### src/rtl/serial_subtractor_if.sv
// Handshake and operand/result bundle for serial_subtractor.
// Flag outputs exist only when SERIAL_SUBTRACTOR_FLAGS_EN is defined.
interface serial_subtractor_if #(
    parameter int WIDTH = 16
);
    logic             in_valid;
    logic             in_ready;
    logic [WIDTH-1:0] a;
    logic [WIDTH-1:0] b;
    logic             out_valid;
    logic             out_ready;
    logic [WIDTH-1:0] diff;
    logic             borrow;
`ifdef SERIAL_SUBTRACTOR_FLAGS_EN
    logic             zr;
    logic             ng;
    logic             ovf;

    modport master (
        output in_valid, a, b, out_ready,
        input  in_ready, out_valid, diff, borrow, zr, ng, ovf
    );
    modport slave (
        input  in_valid, a, b, out_ready,
        output in_ready, out_valid, diff, borrow, zr, ng, ovf
    );
`else
    modport master (
        output in_valid, a, b, out_ready,
        input  in_ready, out_valid, diff, borrow
    );
    modport slave (
        input  in_valid, a, b, out_ready,
        output in_ready, out_valid, diff, borrow
    );
`endif
endinterface

### src/rtl/serial_subtractor.sv
// Digit-serial subtractor: diff = a - b, LSB first, DIGIT bits per clock, valid/ready on both sides.
// Optional zr/ng/ovf flag outputs are built when SERIAL_SUBTRACTOR_FLAGS_EN is defined.
module serial_subtractor #(
    parameter int WIDTH = 16,
    parameter int DIGIT = 1
) (
    input logic           clk,
    input logic           rst_n,
    serial_subtractor_if.slave bus
);
    localparam int N     = WIDTH / DIGIT;
    localparam int CNT_W = (N > 1) ? $clog2(N) : 1;

    generate
        if ((DIGIT < 1) || (DIGIT > WIDTH) || ((WIDTH % DIGIT) != 0)) begin : g_bad_digit
            $error("serial_subtractor: DIGIT must divide WIDTH exactly");
        end
    endgenerate

    typedef enum logic [1:0] {IDLE, RUN, DONE} state_t;

    state_t             state;
    state_t             state_nxt;
    logic               accept;
    logic               in_ready_c;
    logic               out_valid_c;
    logic               last_digit;

    logic [WIDTH-1:0]   a_sr;
    logic [WIDTH-1:0]   b_sr;
    logic [WIDTH-1:0]   res_sr;
    logic [WIDTH-1:0]   res_nxt;
    logic               br;
    logic [CNT_W-1:0]   cnt;
    logic [DIGIT:0]     dsub;
    logic [WIDTH-1:0]   diff_q;
    logic               borrow_q;

    // One digit of a - b - borrow_in; the extra top bit is the borrow out.
    function automatic logic [DIGIT:0] digit_sub(input logic [DIGIT-1:0] x,
                                                 input logic [DIGIT-1:0] y,
                                                 input logic             bin);
        return {1'b0, x} - {1'b0, y} - {{DIGIT{1'b0}}, bin};
    endfunction

    assign dsub       = digit_sub(a_sr[DIGIT-1:0], b_sr[DIGIT-1:0], br);
    assign res_nxt    = (res_sr >> DIGIT) | (WIDTH'(dsub[DIGIT-1:0]) << (WIDTH - DIGIT));
    assign last_digit = (cnt == CNT_W'(N - 1));

    always_ff @(posedge clk or negedge rst_n) begin
        if (!rst_n) begin
            state <= IDLE;
        end else begin
            state <= state_nxt;
        end
    end

    always_comb begin
        state_nxt   = state;
        accept      = 1'b0;
        in_ready_c  = 1'b0;
        out_valid_c = 1'b0;
        case (state)
            IDLE: begin
                in_ready_c = 1'b1;
                if (bus.in_valid) begin
                    accept    = 1'b1;
                    state_nxt = RUN;
                end
            end
            RUN: begin
                if (last_digit) begin
                    state_nxt = DONE;
                end
            end
            DONE: begin
                out_valid_c = 1'b1;
                if (bus.out_ready) begin
                    state_nxt = IDLE;
                end
            end
            default: state_nxt = IDLE;
        endcase
    end

    // Operands shift out LSB first; result digits enter at the MSB end.
    always_ff @(posedge clk or negedge rst_n) begin
        if (!rst_n) begin
            a_sr     <= '0;
            b_sr     <= '0;
            res_sr   <= '0;
            br       <= 1'b0;
            cnt      <= '0;
            diff_q   <= '0;
            borrow_q <= 1'b0;
        end else if (accept) begin
            a_sr   <= bus.a;
            b_sr   <= bus.b;
            res_sr <= '0;
            br     <= 1'b0;
            cnt    <= '0;
        end else if (state == RUN) begin
            a_sr   <= a_sr >> DIGIT;
            b_sr   <= b_sr >> DIGIT;
            res_sr <= res_nxt;
            br     <= dsub[DIGIT];
            cnt    <= cnt + CNT_W'(1);
            if (last_digit) begin
                diff_q   <= res_nxt;
                borrow_q <= dsub[DIGIT];
            end
        end
    end

    assign bus.in_ready  = in_ready_c;
    assign bus.out_valid = out_valid_c;
    assign bus.diff      = diff_q;
    assign bus.borrow    = borrow_q;

`ifdef SERIAL_SUBTRACTOR_FLAGS_EN
    logic a_msb;
    logic b_msb;
    logic zr_q;
    logic ng_q;
    logic ovf_q;

    // Operand signs are captured at accept because the shift registers lose them.
    always_ff @(posedge clk or negedge rst_n) begin
        if (!rst_n) begin
            a_msb <= 1'b0;
            b_msb <= 1'b0;
            zr_q  <= 1'b0;
            ng_q  <= 1'b0;
            ovf_q <= 1'b0;
        end else if (accept) begin
            a_msb <= bus.a[WIDTH-1];
            b_msb <= bus.b[WIDTH-1];
        end else if ((state == RUN) && last_digit) begin
            zr_q  <= (res_nxt == '0);
            ng_q  <= res_nxt[WIDTH-1];
            ovf_q <= (a_msb ^ b_msb) & (res_nxt[WIDTH-1] ^ a_msb);
        end
    end

    assign bus.zr  = zr_q;
    assign bus.ng  = ng_q;
    assign bus.ovf = ovf_q;
`endif
endmodule

### src/flat_wrapper.sv
// flat-port wrapper written by rule: the top's interface ports become plain ports
module serial_subtractor_flat 
#(
    parameter int WIDTH = 16,
    parameter int DIGIT = 1
)
  (clk, rst_n, bus_in_valid, bus_a, bus_b, bus_out_ready, bus_in_ready, bus_out_valid, bus_diff, bus_borrow);
  serial_subtractor_if #(.WIDTH(WIDTH)) bus_i ();
  input logic clk;
  input logic rst_n;
  input wire logic [$bits(bus_i.in_valid)-1:0] bus_in_valid;
  input wire logic [$bits(bus_i.a)-1:0] bus_a;
  input wire logic [$bits(bus_i.b)-1:0] bus_b;
  input wire logic [$bits(bus_i.out_ready)-1:0] bus_out_ready;
  output wire logic [$bits(bus_i.in_ready)-1:0] bus_in_ready;
  output wire logic [$bits(bus_i.out_valid)-1:0] bus_out_valid;
  output wire logic [$bits(bus_i.diff)-1:0] bus_diff;
  output wire logic [$bits(bus_i.borrow)-1:0] bus_borrow;
  assign bus_i.in_valid = bus_in_valid;
  assign bus_i.a = bus_a;
  assign bus_i.b = bus_b;
  assign bus_i.out_ready = bus_out_ready;
  assign bus_in_ready = bus_i.in_ready;
  assign bus_out_valid = bus_i.out_valid;
  assign bus_diff = bus_i.diff;
  assign bus_borrow = bus_i.borrow;
  serial_subtractor #(.WIDTH(WIDTH), .DIGIT(DIGIT)) u_core (.clk(clk), .rst_n(rst_n), .bus(bus_i));
endmodule
### config.mk
export PLATFORM = sky130hd
export DESIGN_NAME = serial_subtractor_flat
export DESIGN_NICKNAME = d
export VERILOG_FILES = /design/src/rtl/serial_subtractor_if.sv /design/src/rtl/serial_subtractor.sv /design/src/flat_wrapper.sv
export SDC_FILE = /design/constraint.sdc
export NUM_CORES = 1
export LEC_CHECK = 0
export BUFFER_PORTS_ARGS = -buffer_cell sky130_fd_sc_hd__buf_2
export CAP_MARGIN = 0
export CORE_AREA = 2 2 84 86
export CTS_CLUSTER_SIZE = 30
export DETAILED_ROUTE_END_ITERATION = 8
export DIE_AREA = 0 0 86 88
export PLACE_DENSITY = 0.76
export REMOVE_ABC_BUFFERS = 1
export SLEW_MARGIN = 20
export SYNTH_ARGS = -nofsm -noshare
export SYNTH_HDL_FRONTEND = slang
export SYNTH_SLANG_ARGS = --single-unit
### constraint.sdc
create_clock -name clk -period 1.61 [get_ports clk]
set_input_delay 0.2415 -clock clk [delete_from_list [all_inputs] [get_ports clk]]
set_output_delay 0.2415 -clock clk [all_outputs]
set_load 0.02 [all_outputs]
==> results of run 1 <==
cell type report:
cell class | instances | area share
flip-flops and latches | 71 | 0.491
multi-input cells | 184 | 0.296
repair buffers | 69 | 0.121
clock buffers | 13 | 0.0439
well taps | 80 | 0.0277
clock inverters | 3 | 0.0180
inverters | 2 | 0.00208
how the worst min path moves through the flow:
stage,cells after the start,slack (ns),start,endpoint
floorplan,0,-0.05,rst_n,u_core.a_sr[0]$_DFFE_PN0P_
global placement,1,0.19,rst_n,u_core.bus.diff[0]$_DFFE_PN0P_
detailed placement,1,0.20,rst_n,u_core.bus.diff[2]$_DFFE_PN0P_
CTS,3,0.09,bus_b[15],u_core.b_sr[15]$_DFFE_PN0P_
global route,3,0.11,bus_a[10],u_core.a_sr[10]$_DFFE_PN0P_
finish,3,0.11,bus_b[15],u_core.b_sr[15]$_DFFE_PN0P_
kinds of logic (layout without fill, tap and decap cells):
group / Yosys count / count (layout)
simple gates: 109 / 109
flops: 71 / 71
compound gates: 56 / 56
buf+inv: 19 / 87
mux: 17 / 17
fa+ha+maj: 2 / 2
power by group:
| part | internal (mW) | switching, mW |
|---|---|---|
| clock network | 0.956 | 0.631 |
| registers | 2.56 | 0.457 |
| logic | 0.974 | 1.29 |
per-stage QoR:
step	TNS, ns	cell area (um2)	std cells	utilization	hold slack, ns
global placement	0	3330	402	0.502	0.187
floorplan	-35.44	2830	257	-	-0.0541
detailed placement	-0.281	3330	402	0.502	0.195
CTS	0	3580	419	0.538	0.0912
finish	0	3620	422	0.544	0.111
global route	0	3620	422	0.544	0.105
state kept, by name (all words and copies together) (netlist names):
| register | count |
|---|---|
| u_core.a_sr | 16 |
| u_core.b_sr | 16 |
| u_core.bus.diff | 16 |
| u_core.res_sr | 15 |
| u_core.cnt | 4 |
| u_core.state | 2 |
| u_core.br | 1 |
| u_core.bus.borrow | 1 |
tightest hold or removal path: stages:
cell	delay [ns]
buf_2	0.08
nand2_1	0.04
o21ai_0	0.06
cells in the mapped netlist (all sizes together):
master  count  share of area
mux2       16          0.061
mux2i       1         0.0034
nand4       1         0.0021
clkbuf      6         0.0077
nand2      98           0.13
o31ai       1         0.0026
a22oi      30          0.077
nand2b      2         0.0043
o21ai      21          0.036
inv         2         0.0026
and2b       2         0.0051
nor3b       1         0.0043
dfrtp      71           0.61
ha          1         0.0043
nor2        2         0.0081
o22ai       1         0.0021
fa          1         0.0068
a21o        2         0.0051
nand3b      2         0.0051
buf        11          0.026
nand3       1         0.0017
o21bai      1         0.0026
repair_timing:
item / 4_1_cts / 5_1_grt
pin swaps: 0 / 1
hold buffers: 1 / 0
buffers inserted: 0 / 3
endpoints found under the hold margin: 28 / 0
endpoints found under the setup margin: 31 / 17
gates resized for setup: 1 / 1
cell usage in the layout, fill, tap and decap left out:
cell type | synthesis | layout
nand2_1 | 98 | 98
bufinv_16 | 0 | 2
a22oi_1 | 30 | 30
mux2_2 | 16 | 16
ha_1 | 1 | 1
nand3b_1 | 2 | 2
fa_1 | 1 | 1
nand4_1 | 1 | 1
o21bai_4 | 0 | 1
buf_4 | 0 | 11
clkbuf_8 | 0 | 11
nand3_2 | 0 | 1
and2b_1 | 2 | 2
dfrtp_1 | 71 | 71
o22ai_1 | 1 | 1
buf_2 | 8 | 53
buf_12 | 0 | 4
o31ai_1 | 1 | 1
nor2_8 | 1 | 1
dlygate4sd3_1 | 0 | 1
inv_1 | 2 | 2
nand2b_1 | 2 | 2
o21ai_0 | 21 | 21
mux2i_1 | 1 | 1
nor3b_4 | 0 | 1
nor2_1 | 1 | 1
clkinv_2 | 0 | 1
a21o_1 | 2 | 2
clkbuf_1 | 6 | 2
routing by layer:
metal | global-route usage | vias to the layer above | routed length, um
li1 | - | 1053 | -
met1 | 0.213 | 1030 | 2570
met2 | 0.285 | 50 | 2900
met3 | 0.0613 | 7 | 328
met4 | 0.0476 | 0 | 61
met5 | 0 | - | 0
==> flow_metrics.env, run 1 <==
export IMPL_numPortBuffers=54
export IMPL_crit_cells=3
export IMPL_yosys_register_bits=71
export IMPL_drv_slew=0
export IMPL_cp_arrival_ns=1.26
export IMPL_synthAdderAreaFrac=0.0111
export IMPL_cts_buffers=9
export IMPL_globalRouteTotalUtil=0.172
export IMPL_crit_slowest_cell="dfrtp_1"
export IMPL_worst_pin_slew_ns=0.688
export IMPL_postSynthAreaPerCell_um2=10.7
export IMPL_synth_compound_area_frac=0.125
export IMPL_wl_per_cell_um=13.9
export IMPL_ant_nets=0
export IMPL_setup_viol=0
export IMPL_r2r_start="u_core.cnt[1]$_DFFE_PN0P_"
export IMPL_std_cell_rows=30
export IMPL_period_needed_ns=1.50
export IMPL_cp_required_ns=1.37
export IMPL_slew_headroom=0.540
export IMPL_ys_seq_area_frac=0.606
export IMPL_timing_rr_end="u_core.bus.diff[14]$_DFFE_PN0P_"
export IMPL_setup_ws_ns=0.106
export IMPL_reg2reg_depth=5
export IMPL_synth_cell_types=25
export IMPL_drc=0
export IMPL_power_mw=6.87
export IMPL_dr_total_vias=2140
export IMPL_start_kind="flip-flop"
export IMPL_drt_iter0_drc=111
export IMPL_clockBufferDepth=2
export IMPL_synth_top_family_by_area="simple AND/OR/NAND/NOR gates"
export IMPL_routabilityCongestion=0.740
export IMPL_grt_overflow=0
export IMPL_crit_end="bus_out_valid"
export IMPL_ir_drop_uv=726
export IMPL_synth_area_mux_share=0.0649
export IMPL_syn_to_final_growth_pct=23.3
export IMPL_multi_input_area_um2=1070
export IMPL_p_leak_nw=1.79
export IMPL_critical_path_startpoint="u_core.state[0]$_DFFE_PN0P_"
export IMPL_start_util=0.441
export IMPL_maxCapViolations=0
export IMPL_path_cells="buf_4, and2b_1, buf_2"
export IMPL_max_freq_mhz=665
export IMPL_hp_class="in2reg"
export IMPL_path_buf_inv=2
export IMPL_cp_end_kind="primary output"
export IMPL_synthCells=274
export IMPL_die_area_um2=7570
export IMPL_cts_tree="built"
export IMPL_clk_pin_slew_worst_paths_ns=0.07
export IMPL_diodes=0
export IMPL_via_per_inst=5.07
export IMPL_hold_viol_final=0
export IMPL_grt_pass1_vias=2127
export IMPL_seqCellArea_um2=1780
export IMPL_fillerInstances=605
export IMPL_coreArea_um2=6640
export IMPL_rrSetupSlack_ns=0.12
export IMPL_grt_pass1_wl_um=10100
export IMPL_drtPass1Iterations=4
export IMPL_dp_hpwl_um=3840
export IMPL_cts_sinks=71
export IMPL_synth_area_um2=2930
export IMPL_drive_gt1_frac=0.298
export IMPL_yosysWarnings=0
export IMPL_outcome="complete, no violations"
export IMPL_powerDensity_nw_per_um2=1900
export IMPL_synth_xor_xnor_area_share=0
export IMPL_die_h_um=88
export IMPL_place_worst_setup_slack_ns=-0.0574
export IMPL_wl_um=5860
export IMPL_clock_tree_root_cell="clkbuf_8"
export IMPL_ios=55
export IMPL_fin_skew_ns=0.00698
export IMPL_cp_max_fo=6
export IMPL_antenna_found_initial=0
export IMPL_slowest_delay_ns=0.39
export IMPL_finalCritPeriodShare=0.934
export IMPL_crit_family="flip-flops"
export IMPL_rsz0062_at_grt="false"
export IMPL_htree_levels=3
export IMPL_insertion_delay_ns=0.34
export IMPL_critPathKind="reg2out"
export IMPL_fin_nets=375
export IMPL_die_x_um=86
export IMPL_yosys_area_share_simple=0.156
export IMPL_grt_max_degree=44
No activity file was read; power rests on OpenSTA's default activity.
==> run 2: changes to the inputs <==
--- a/config.mk
+++ b/config.mk
@@ -7,10 +7,10 @@
 export LEC_CHECK = 0
 export BUFFER_PORTS_ARGS = -buffer_cell sky130_fd_sc_hd__buf_2
 export CAP_MARGIN = 0
-export CORE_AREA = 2 2 84 86
+export CORE_AREA = 2 2 89 82
 export CTS_CLUSTER_SIZE = 30
 export DETAILED_ROUTE_END_ITERATION = 8
-export DIE_AREA = 0 0 86 88
+export DIE_AREA = 0 0 91 84
 export PLACE_DENSITY = 0.76
 export REMOVE_ABC_BUFFERS = 1
 export SLEW_MARGIN = 20
==> flow_metrics.env, run 2 (synthesis results as in run 1) <==
export IMPL_outcome="complete, no violations"
export IMPL_die_area_um2=7640
export IMPL_intPower_mw=4.41
export IMPL_slew_headroom=0.750
export IMPL_finalCritPeriodShare=0.939
export IMPL_path_buf_inv=2
export IMPL_std_cell_rows=29
export IMPL_wl_um=5900
export IMPL_reg2reg_depth=4
export IMPL_grt_overflow=0
export IMPL_dp_hpwl_um=3700
export IMPL_cts_buffers=9
export IMPL_start_util=0.430
export IMPL_clock_tree_root_cell="clkbuf_8"
export IMPL_hold_viol_final=0
export IMPL_drt_iter0_drc=130
export IMPL_fin_nets=372
export IMPL_grt_max_degree=55
export IMPL_wirelength_met1_um=2540
export IMPL_wl_per_cell_um=13.6
export IMPL_routabilityCongestion=0.757
export IMPL_clockPowerShare=0.228
export IMPL_dr_total_vias=2182
export IMPL_whs_endpoint="u_core.b_sr[15]$_DFFE_PN0P_"
export IMPL_cp_max_fo=6
export IMPL_powerDensity_nw_per_um2=1890
export IMPL_final_util=0.528
export IMPL_final_setup_tns_ns=0
export IMPL_htree_levels=3
export IMPL_clk_pin_slew_worst_paths_ns=0.07
export IMPL_p_comb_frac=0.330
export IMPL_cp_end_kind="primary output"
export IMPL_drtPass1Iterations=4
export IMPL_coreArea_um2=6820
export IMPL_p_leak_nw=1.77
export IMPL_diodes=0
export IMPL_cp_required_ns=1.37
export IMPL_antenna_found_initial=0
export IMPL_max_freq_mhz=661
export IMPL_clockBufferDepth=2
export IMPL_swShare=0.352
export IMPL_fin_skew_ns=0.00685
export IMPL_fillerInstances=653
export IMPL_globalRouteTotalUtil=0.171
export IMPL_holdPathStages=3
export IMPL_ios=55
export IMPL_setup_viol=0
export IMPL_start_kind="flip-flop"
export IMPL_drv_slew=0
export IMPL_period_needed_ns=1.51
export IMPL_mostFrequentLayoutCells="98 x nand2_1, 71 x dfrtp_1, 53 x buf_2, 30 x a22oi_1, 21 x o21ai_0"
export IMPL_cts_sinks=71
export IMPL_ir_drop_uv=781
export IMPL_syn_to_final_growth_pct=22.8
export IMPL_rsz0062_at_grt="false"
export IMPL_rrSetupSlack_ns=0.11
export IMPL_grt_pass1_wl_um=10200
export IMPL_multi_input_area_um2=1080
export IMPL_hp_class="in2reg"
export IMPL_cts_tree="built"
export IMPL_critPathKind="reg2out"
export IMPL_dr_wl_met2_um=2940
export IMPL_seq_power_share=0.442
export IMPL_insertion_delay_ns=0.34
export IMPL_die_h_um=84
export IMPL_drive_gt1_frac=0.301
export IMPL_timing_rr_end="u_core.bus.diff[5]$_DFFE_PN0P_"
export IMPL_path_cells="buf_4, and2b_1, buf_2"
export IMPL_die_x_um=91
export IMPL_slowest_delay_ns=0.39
export IMPL_r2r_start="u_core.cnt[0]$_DFFE_PN0P_"
export IMPL_maxCapViolations=0
export IMPL_ant_nets=0
export IMPL_final_common_cell="nand2_1"
export IMPL_worst_pin_slew_ns=0.375
export IMPL_hold_path_startpoint="bus_b[15]"
export IMPL_crit_slowest_cell="dfrtp_1"
export IMPL_cp_arrival_ns=1.27
export IMPL_crit_family="flip-flops"
export IMPL_p_sw_mw=2.40
export IMPL_top_layer_used="met4"
export IMPL_met3WireLength_um=343
export IMPL_seqCellArea_um2=1780
export IMPL_drc=0
export IMPL_grt_pass1_vias=2198
export IMPL_numPortBuffers=54
export IMPL_via_per_inst=5.05
[run 2: area by class of cell]
class,count,share of cell area
flip-flops and latches,71,0.494
well taps,93,0.0323
clock inverters,6,0.0233
repair buffers,65,0.110
multi-input cells,185,0.301
clock buffers,10,0.0382
inverters,2,0.00209
[run 2: per-stage QoR]
stage | hold WS, ns | setup WS [ns] | cells | power [mW] | instance area [um2]
3_3_place_gp | 0.178 | 0.0859 | 413 | 5.15 | 3340
2_1_floorplan | -0.0541 | -0.702 | 257 | 4.42 | 2830
5_1_grt | 0.0810 | 0.0291 | 432 | 7.35 | 3600
4_1_cts | 0.0865 | 0.0201 | 430 | 6.86 | 3570
3_5_place_dp | 0.189 | 0.0304 | 413 | 5.27 | 3340
6_report | 0.104 | 0.0980 | 432 | 6.81 | 3600
[run 2: worst reg2reg max path, stage by stage (launching register included)]
cell and delay (ns):
dfrtp_1 0.39, ha_1 0.24, nand3_4 0.15, nor2_8 0.24
mux2_2 0.37
[run 2: how the worst max path moves through the flow]
stage | from | depth (start not counted) | endpoint
final | u_core.state[0]$_DFFE_PN0P_ | 3 | bus_out_valid
after global routing | u_core.state[0]$_DFFE_PN0P_ | 3 | bus_out_valid
after CTS | u_core.cnt[0]$_DFFE_PN0P_ | 4 | u_core.bus.diff[3]$_DFFE_PN0P_
after detailed placement | u_core.cnt[0]$_DFFE_PN0P_ | 4 | u_core.bus.diff[8]$_DFFE_PN0P_
after global placement | u_core.cnt[0]$_DFFE_PN0P_ | 4 | u_core.bus.diff[10]$_DFFE_PN0P_
after floorplan | u_core.state[0]$_DFFE_PN0P_ | 2 | u_core.a_sr[15]$_DFFE_PN0P_
[run 2: metal layers]
layer,vias to the layer above,GRT usage
li1,1051,-
met1,1072,0.204
met2,54,0.278
met3,5,0.0750
met4,0,0.0537
met5,-,0
[run 2: power groups by stage]
stage | registers (mW) | clock network [mW] | logic, mW
2_1_floorplan | 3.21 | 0 | 1.20
3_3_place_gp | 2.99 | 0 | 2.16
3_5_place_dp | 3.03 | 0 | 2.24
4_1_cts | 3.00 | 1.61 | 2.25
5_1_grt | 3.12 | 1.70 | 2.53
6_report | 3.01 | 1.55 | 2.25
[run 2: repair_timing]
action                                  in CTS  in global routing
endpoints found under the hold margin       28                  0
hold buffers                                 1                  0
buffers inserted                             0                  1
gates resized for setup                      0                  2
endpoints found under the setup margin       0                 16
==> run 3: changes to the inputs <==
--- a/config.mk
+++ b/config.mk
@@ -7,11 +7,12 @@
 export LEC_CHECK = 0
 export BUFFER_PORTS_ARGS = -buffer_cell sky130_fd_sc_hd__buf_2
 export CAP_MARGIN = 0
-export CORE_AREA = 2 2 89 82
+export CORE_AREA = 2 2 85 79
+export CTS_CLUSTER_DIAMETER = 120
 export CTS_CLUSTER_SIZE = 30
 export DETAILED_ROUTE_END_ITERATION = 8
-export DIE_AREA = 0 0 91 84
-export PLACE_DENSITY = 0.76
+export DIE_AREA = 0 0 87 81
+export PLACE_DENSITY = 0.81
 export REMOVE_ABC_BUFFERS = 1
 export SLEW_MARGIN = 20
 export SYNTH_ARGS = -nofsm -noshare
==> flow_metrics.env, run 3 (synthesis results as in run 1) <==
export IMPL_outcome="complete, no violations"
export IMPL_drv_slew=0
export IMPL_wl_per_cell_um=14.1
export IMPL_syn_to_final_growth_pct=22.8
export IMPL_final_common_cell="nand2_1"
export IMPL_drive_gt1_frac=0.292
export IMPL_cts_sinks=71
export IMPL_fillerInstances=544
export IMPL_diodes=0
export IMPL_clock_tree_root_cell="clkbuf_8"
export IMPL_cp_required_ns=1.84
export IMPL_grt_overflow=0
export IMPL_drt_iter0_drc=115
export IMPL_slew_headroom=0.810
export IMPL_dpl_cell_area_um2=3340
export IMPL_coreArea_um2=6270
export IMPL_die_area_um2=7050
export IMPL_cts_buffers=9
export IMPL_seqCellArea_um2=1780
export IMPL_drtPass1Iterations=4
export IMPL_max_freq_mhz=639
export IMPL_hp_class="in2reg"
export IMPL_numPortBuffers=54
export IMPL_worst_pin_slew_ns=0.285
export IMPL_final_cell_area_um2=3600
export IMPL_htree_levels=3
export IMPL_drc=0
export IMPL_hold_viol_final=0
export IMPL_die_x_um=87
export IMPL_maxCapViolations=0
export IMPL_dr_total_vias=2130
export IMPL_ant_nets=0
export IMPL_cp_max_fo=13
export IMPL_cp_end_kind="flip-flop"
export IMPL_dp_cells=395
export IMPL_grt_pass1_wl_um=9370
export IMPL_mostFrequentLayoutCells="98 x nand2_1, 71 x dfrtp_1, 53 x buf_2, 30 x a22oi_1, 21 x o21ai_0"
export IMPL_dp_hpwl_um=3740
export IMPL_insertion_delay_ns=0.34
export IMPL_wl_um=5820
export IMPL_start_kind="flip-flop"
export IMPL_final_setup_tns_ns=0
export IMPL_setup_viol=0
export IMPL_std_cell_rows=28
export IMPL_ios=55
export IMPL_period_needed_ns=1.57
export IMPL_via_per_inst=5.14
export IMPL_antenna_found_initial=0
export IMPL_ir_drop_uv=662
export IMPL_fin_skew_ns=0.00354
export IMPL_clk_pin_slew_worst_paths_ns=0.07
export IMPL_grt_pass1_vias=2080
export IMPL_cp_arrival_ns=1.80
export IMPL_finalCritPeriodShare=0.972
export IMPL_cts_tree="built"
export IMPL_grt_max_degree=47
export IMPL_globalRouteTotalUtil=0.177
export IMPL_die_h_um=81
export IMPL_start_util=0.467
export IMPL_fin_nets=372
export IMPL_routabilityCongestion=0.704
export IMPL_powerDensity_nw_per_um2=1900
export IMPL_critPathKind="reg2reg"
export IMPL_multi_input_area_um2=1060
export IMPL_p_leak_nw=1.78
export IMPL_fin_cells=414
export IMPL_clockBufferDepth=2
-- run 3: per-stage QoR --
stage	hold WS (ns)	worst slack, ns	power (mW)	util
3_3_place_gp	0.136	0.0810	5.16	0.533
6_report	0.106	0.0448	6.83	0.574
4_1_cts	0.0964	0.0217	6.88	0.570
5_1_grt	0.0992	-0.0272	7.33	0.574
2_1_floorplan	-0.0541	-0.702	4.42	-
3_5_place_dp	0.143	0.0342	5.28	0.533
-- run 3: timing repair --
item | in CTS | in global routing
hold endpoints to repair | 18 | 0
gates resized for setup | 0 | 0
setup endpoints to repair | 0 | 16
hold buffers | 1 | 0
buffers inserted | 0 | 2
-- run 3: final cells by class --
type / instances / area share
Clock buffer: 13 / 0.0441
Sequential cell: 71 / 0.493
Clock inverter: 3 / 0.0181
Inverter: 2 / 0.00208
Tap cell: 75 / 0.0261
Timing Repair Buffer: 66 / 0.122
Multi-Input combinational cell: 184 / 0.294
-- run 3: worst max-delay path, stage by stage (launching register included) --
cell	delay [ns]
dfrtp_1	0.38
ha_1	0.18
nand3_1	0.21
nor2_8	0.19
buf_12	0.15
mux2_2	0.33
-- run 3: report_power, final --
group / leakage, nW / internal (mW) / switching, mW / total (mW)
sequential: 0.896 / 2.56 / 0.457 / 3.01
clock: 0.114 / 0.956 / 0.628 / 1.58
combinational: 0.771 / 0.960 / 1.28 / 2.24
total: 1.78 / 4.47 / 2.36 / 6.83
-- run 3: path summary, 6_finish.rpt --
check                                                start                         endpoint  slack [ns]  cells past startpoint
min in group asynchronous                            rst_n     u_core.res_sr[2]$_DFFE_PN0P_        0.33                      2
worst min register to register  u_core.a_sr[6]$_DFFE_PN0P_       u_core.a_sr[6]$_DFFE_PN0P_        0.48                      2
worst max-delay path             u_core.cnt[0]$_DFFE_PN0P_  u_core.bus.diff[12]$_DFFE_PN0P_        0.04                      5
max in group asynchronous                            rst_n      u_core.a_sr[15]$_DFFE_PN0P_        0.71                      3
worst min-delay path                             bus_a[10]      u_core.a_sr[10]$_DFFE_PN0P_        0.11                      3
worst max register to register   u_core.cnt[0]$_DFFE_PN0P_  u_core.bus.diff[12]$_DFFE_PN0P_        0.04                      5
-- run 3: metal layers --
layer  GRT usage  vias to the layer above  part of all wire
met5           0                        -                 0
met4      0.0609                        0             0.011
met3      0.0732                        7             0.060
met2       0.289                       53              0.48
met1       0.211                     1023              0.45
li1            -                     1047                 -
